**src/rtl/fact_pkg.sv**
```systemverilog
// Shared types and constants for the factorial accelerator scheduler.
package fact_pkg;

  localparam int FACT_NW    = 4;   // operand width
  localparam int FACT_RW    = 32;  // result width
  localparam int FACT_MAX_N = 12;  // largest n whose factorial fits in FACT_RW bits

  typedef enum logic [1:0] {
    ST_IDLE   = 2'd0,
    ST_LAUNCH = 2'd1,
    ST_BUSY   = 2'd2,
    ST_RESP   = 2'd3
  } state_e;

endpackage

```
**src/rtl/fact_rr_arb.sv**
```systemverilog
// Combinational round-robin picker: first asserted request at or above ptr_i,
// wrapping from NREQ-1 back to 0.
module fact_rr_arb #(
  parameter int NREQ = 4,
  parameter int IDW  = 2
) (
  input  logic [NREQ-1:0] req_i,
  input  logic [IDW-1:0]  ptr_i,
  output logic [NREQ-1:0] gnt_o,
  output logic [IDW-1:0]  id_o
);

  // Scan from farthest to nearest so the candidate closest to the pointer wins last.
  always_comb begin
    int unsigned idx;
    logic [IDW-1:0] sel;
    gnt_o = '0;
    id_o  = '0;
    idx   = 0;
    sel   = '0;
    for (int k = NREQ - 1; k >= 0; k--) begin
      idx = int'(ptr_i) + k;
      if (idx >= NREQ) idx = idx - NREQ;
      sel = IDW'(idx);
      if (req_i[sel]) begin
        gnt_o = NREQ'(1) << sel;
        id_o  = sel;
      end
    end
  end

endmodule

```
**src/rtl/fact_sched.sv**
```systemverilog
// Shares one factorial accelerator between NREQ requesters: round-robin grant,
// single-cycle launch, watchdog-guarded wait, valid/ready response.
module fact_sched
  import fact_pkg::*;
#(
  parameter int NREQ    = 4,
  parameter int IDW     = 2,
  parameter int TIMEOUT = 64,
  parameter int TW      = 7
) (
  input  logic                  Clk_i,
  input  logic                  Rst_ni,
  input  logic [NREQ-1:0]       Req_i,
  input  logic [FACT_NW*NREQ-1:0] ReqN_i,
  output logic [NREQ-1:0]       Gnt_o,
  output logic                  AccGo_o,
  output logic [FACT_NW-1:0]    AccN_o,
  output logic                  AccAbort_o,
  input  logic                  AccDone_i,
  input  logic                  AccErr_i,
  input  logic [FACT_RW-1:0]    AccNf_i,
  output logic                  RspValid_o,
  input  logic                  RspReady_i,
  output logic [IDW-1:0]        RspId_o,
  output logic [FACT_RW-1:0]    RspData_o,
  output logic                  RspErr_o,
  output logic                  RspTmo_o,
  output logic                  Busy_o,
  output logic [15:0]           JobCnt_o
);

  state_e               state_q, state_d;
  logic [IDW-1:0]       ptr_q, id_q, rsp_id_q;
  logic [FACT_NW-1:0]   n_q, sel_n;
  logic [TW-1:0]        wdog_q;
  logic                 abort_q, rsp_err_q, rsp_tmo_q;
  logic [FACT_RW-1:0]   rsp_data_q;
  logic [15:0]          jobcnt_q;
  logic [NREQ-1:0]      arb_gnt;
  logic [IDW-1:0]       arb_id;
  logic                 tmo, finish;

  fact_rr_arb #(.NREQ(NREQ), .IDW(IDW)) u_arb (
    .req_i (Req_i),
    .ptr_i (ptr_q),
    .gnt_o (arb_gnt),
    .id_o  (arb_id)
  );

  // Operand of the requester the arbiter is currently picking.
  always_comb begin
    sel_n = '0;
    for (int i = 0; i < NREQ; i++)
      if (arb_id == IDW'(i)) sel_n = ReqN_i[i*FACT_NW +: FACT_NW];
  end

  // Completion beats a same-cycle timeout; error beats done.
  assign tmo    = (state_q == ST_BUSY) && !AccErr_i && !AccDone_i &&
                  (wdog_q == TW'(TIMEOUT - 1));
  assign finish = AccErr_i || AccDone_i || tmo;

  // Next-state logic.
  always_comb begin
    state_d = state_q;
    case (state_q)
      ST_IDLE:   if (|Req_i) state_d = ST_LAUNCH;
      ST_LAUNCH: state_d = ST_BUSY;
      ST_BUSY:   if (finish) state_d = ST_RESP;
      ST_RESP:   if (RspReady_i) state_d = ST_IDLE;
      default:   state_d = ST_IDLE;
    endcase
  end

  // State register.
  always_ff @(posedge Clk_i or negedge Rst_ni) begin
    if (!Rst_ni) state_q <= ST_IDLE;
    else         state_q <= state_d;
  end

  // Job, watchdog and response registers.
  always_ff @(posedge Clk_i or negedge Rst_ni) begin
    if (!Rst_ni) begin
      ptr_q      <= '0;
      id_q       <= '0;
      n_q        <= '0;
      wdog_q     <= '0;
      abort_q    <= 1'b0;
      rsp_id_q   <= '0;
      rsp_data_q <= '0;
      rsp_err_q  <= 1'b0;
      rsp_tmo_q  <= 1'b0;
      jobcnt_q   <= '0;
    end else begin
      abort_q <= 1'b0;
      case (state_q)
        ST_IDLE: if (|Req_i) begin
          id_q <= arb_id;
          n_q  <= sel_n;
        end
        ST_LAUNCH: wdog_q <= '0;
        ST_BUSY: begin
          wdog_q <= wdog_q + 1'b1;
          if (AccErr_i) begin
            rsp_err_q  <= 1'b1;
            rsp_data_q <= '0;
          end else if (AccDone_i) begin
            rsp_data_q <= AccNf_i;
          end else if (tmo) begin
            abort_q    <= 1'b1;
            rsp_tmo_q  <= 1'b1;
            rsp_data_q <= '0;
          end
          if (finish) rsp_id_q <= id_q;
        end
        ST_RESP: if (RspReady_i) begin
          jobcnt_q  <= jobcnt_q + 16'd1;
          ptr_q     <= (id_q == IDW'(NREQ - 1)) ? '0 : IDW'(id_q + 1'b1);
          rsp_err_q <= 1'b0;
          rsp_tmo_q <= 1'b0;
        end
        default: ;
      endcase
    end
  end

  // Grant is only offered in IDLE and is forced low while reset is held.
  assign Gnt_o      = (state_q == ST_IDLE && Rst_ni) ? arb_gnt : '0;
  assign AccGo_o    = (state_q == ST_LAUNCH);
  assign AccN_o     = n_q;
  assign AccAbort_o = abort_q;
  assign RspValid_o = (state_q == ST_RESP);
  assign RspId_o    = rsp_id_q;
  assign RspData_o  = rsp_data_q;
  assign RspErr_o   = rsp_err_q;
  assign RspTmo_o   = rsp_tmo_q;
  assign Busy_o     = (state_q != ST_IDLE);
  assign JobCnt_o   = jobcnt_q;

endmodule

```
**config.mk**
```make
export PLATFORM = sky130hd
export DESIGN_NAME = fact_sched
export DESIGN_NICKNAME = d
export VERILOG_FILES = /design/src/rtl/fact_pkg.sv /design/src/rtl/fact_rr_arb.sv /design/src/rtl/fact_sched.sv
export SDC_FILE = /design/constraint.sdc
export NUM_CORES = 1
export LEC_CHECK = 0
export ABC_AREA = 1
export CAP_MARGIN = 20
export CORE_MARGIN = 5
export CORE_UTILIZATION = 30
export CTS_BUF_LIST = sky130_fd_sc_hd__clkbuf_16
export CTS_CLUSTER_SIZE = 25
export DETAILED_ROUTE_END_ITERATION = 10
export HOLD_SLACK_MARGIN = 0.1
export REMOVE_ABC_BUFFERS = 1
export SLEW_MARGIN = 30
export SYNTH_ARGS = -nofsm -noshare
export SYNTH_HDL_FRONTEND = slang
export SYNTH_SLANG_ARGS = --single-unit
```
**constraint.sdc**
```tcl
create_clock -name Clk_i -period 2.93 [get_ports Clk_i]
set_clock_uncertainty 0.2 [all_clocks]
set_input_delay 0.879 -clock Clk_i [delete_from_list [all_inputs] [get_ports Clk_i]]
set_output_delay 0.879 -clock Clk_i [all_outputs]
set_load 0.1 [all_outputs]
```
==> qor.txt <==
Vias in the first global route: 3603
Core box area: 12100 um^2
Largest net degree at the start of global routing: 47
Placed instance area: 5230 um^2
Non-Filler Instances: 777
Tcrit/Tclk final: 1.10
I/O pin count: 121
Leading area contributor after synthesis: dfrtp_1
Synth Register Bits: 70
Area growth from synthesis to layout: 54.4%
First-pass detailed-route iteration total: 4
Iter 0 DRT Violations: 157
Fmax: 0.310 GHz
Grt total ovfl: 0
Drt via density: 4.56
Cells after Synth: 446
TritonCTS Buffers: 9
Rel. slew slack: 0.587
Worst Path Arrival: 2150 ps
Cts-stage hold buffer count: 0
DR vias: 3545
Reg2reg end: AccN_o[3]
CTS HTree Levels: 3
Die height: 122 um
Worst R2R Path Depth: 20
Max-Cap Viols: 0
Fin nets: 676
Filler cell count: 1184
HP Start: AccN_o[1]
# rows: 40
Synthesized cell area: 3740 um^2
Commonest non-fill, non-tap cells in the layout: nand2_1 (124), buf_4 (91), dfrtp_1 (69)
WS Path Type: reg -> out
Die X: 122 um
Count of warnings emitted by yosys: 0
Final Instance Area: 5780 um^2
Placed cells: 752
CTS clock-pin slew for the worst setup and hold paths: 50 ps
Max FO, Critical Path: 4
CP Capture Type: output pin
Synth cell types: 35
Hpwl dp: 7840 um
Initial antenna violation count: 0
Routed Wire Length: 10700 um
TritonCTS clock tree: done
Worst Hold Path EP: AccN_o[1]
Worst Hold Path Cells: 2
Place WS: -880 ps
Initial Utilization: 0.309
Finish-stage setup viols: 4
Status: complete, but fails checks
Failing checks: negative setup slack
Overall Global Routing Usage: 0.147
Clock root cell: clkbuf_16
Post-Syn Area per Cell: 8.39 um^2
Hold WC Path Type: reg -> reg
RSZ-0062 raised after global routing: true
Worst-Skew Late Latency: 320 ps
Layout cells sized above 1: 0.312
Min cycle time layout: 3230 ps
PortBufs: 120
R2R setup slack: 170 ps
Final worst slack: -297 ps
CP Data Required Time: 1850 ps
Most common cell after layout, fill and taps aside: nand2_1
Ant. Diodes: 0
DRC: 0
Slew @ Worst Pin: 619 ps
Clock Sinks: 70
Ranking of synthesized cells by area: dfrtp_1 (47%), nand2_1 (13%), nand3_1 (7.4%)
Antenna Nets Post-Route: 0
First-pass GRT wire length: 17500 um
Startpoint class of the critical path: register
Endpoints failing hold: 0
Max Slew Vio Count: 0
Post-synthesis sequential area ratio: 0.468
Clk buf depth: 2
Top-area cell type share of the netlist area: 0.468
GPL Wtd Cong: 0.785
Die area: 14800 um^2
Worst r2r src: ptr_q[0]
Routed WL per cell: 13.8 um
## per-stage QoR
step	utilization	hold slack (ps)	setup TNS, ps
detailed placement	0.431	266	-3820
floorplan	-	262	-6800
CTS	0.472	281	-2170
finish	0.477	276	-1090
global route	0.477	298	-1490
global placement	0.431	264	-3300
## metal layers
| layer | GRT usage | share of wire | up-vias |
|---|---|---|---|
| li1 | - | - | 1753 |
| met4 | 0.0560 | 0.022 | 0 |
| met5 | 0 | 0 | - |
| met3 | 0.0460 | 0.061 | 23 |
| met2 | 0.245 | 0.49 | 109 |
| met1 | 0.178 | 0.43 | 1660 |
## how the worst max path moves through the flow
| stage | from | end | slack, ps | depth (start not counted) |
|---|---|---|---|---|
| 3_3_place_gp | Req_i[3] | Gnt_o[1] | -800 | 11 |
| 5_1_grt | ptr_q[0] | Gnt_o[2] | -390 | 12 |
| 2_1_floorplan | ptr_q[0] | Gnt_o[3] | -2000 | 9 |
| 6_report | ptr_q[0] | Gnt_o[2] | -300 | 12 |
| 3_5_place_dp | Req_i[3] | Gnt_o[1] | -880 | 11 |
| 4_1_cts | Req_i[3] | Gnt_o[1] | -300 | 11 |
## Yosys cell counts (all sizes together)
| cell type | n |
|---|---|
| nand2 | 146 |
| dfrtp | 70 |
| nand3 | 61 |
| inv | 43 |
| nor2 | 21 |
| ha | 15 |
| a21oi | 13 |
| o21ai | 12 |
| xor2 | 11 |
| clkbuf | 8 |
| nand4 | 8 |
| nor3 | 8 |
| buf | 6 |
| nand3b | 4 |
| o21bai | 4 |
| xnor2 | 4 |
| o211ai | 3 |
| or2 | 3 |
| a211oi | 2 |
| nor4 | 2 |
| a31oi | 1 |
| o31ai | 1 |
## critical path: stages (launching register included)
cell	delay, ps
dfrtp_2	410
clkinv_4	70
ha_4	330
inv_4	60
nand3_4	100
nand2_4	70
inv_4	70
buf_6	90
nand3_1	90
a31oi_1	140
a21oi_1	70
nor2_2	140
buf_12	190
## sequential cells by signal, indices dropped and copies added, names as in the netlist
name and count:
state_q 2, RspData_o 32, AccN_o 4, id_q 2, JobCnt_o 16, ptr_q 2, wdog_q 7, RspErr_o 1
RspId_o 2, AccAbort_o 1, RspTmo_o 1
## repair_timing
item / in CTS / in global routing
cloned: 0 / 1
setup buffers: 12 / 3
endpoints found under the setup margin: 4 / 9
pin swaps: 16 / 26
endpoints found under the hold margin: 0 / 0
resized for setup: 58 / 21
## logic make-up (layout without fill, tap and decap cells)
logic type      count (synthesis)  in the layout  synth area share
xor+xnor                       15             15            0.0351
flops                          70             70             0.468
compound gates                 36             36            0.0592
buf+inv                        57            219            0.0645
simple gates                  253            254             0.323
fa+ha+maj                      15             15            0.0501
## layout make-up
class / count / area [um^2] / area share
Timing Repair Buffer: 160 / 1450 / 0.251
Clock inverter: 7 / 33.8 / 0.00584
Tap cell: 168 / 210 / 0.0364
Sequential cell: 70 / 1750 / 0.303
Inverter: 43 / 179 / 0.0309
Multi-Input combinational cell: 320 / 1930 / 0.333
Clock buffer: 9 / 225 / 0.0390
Power is left out: the tool's default activity adds up to more than one toggle a clock period on the data nets, which glitch-free logic cannot reach.
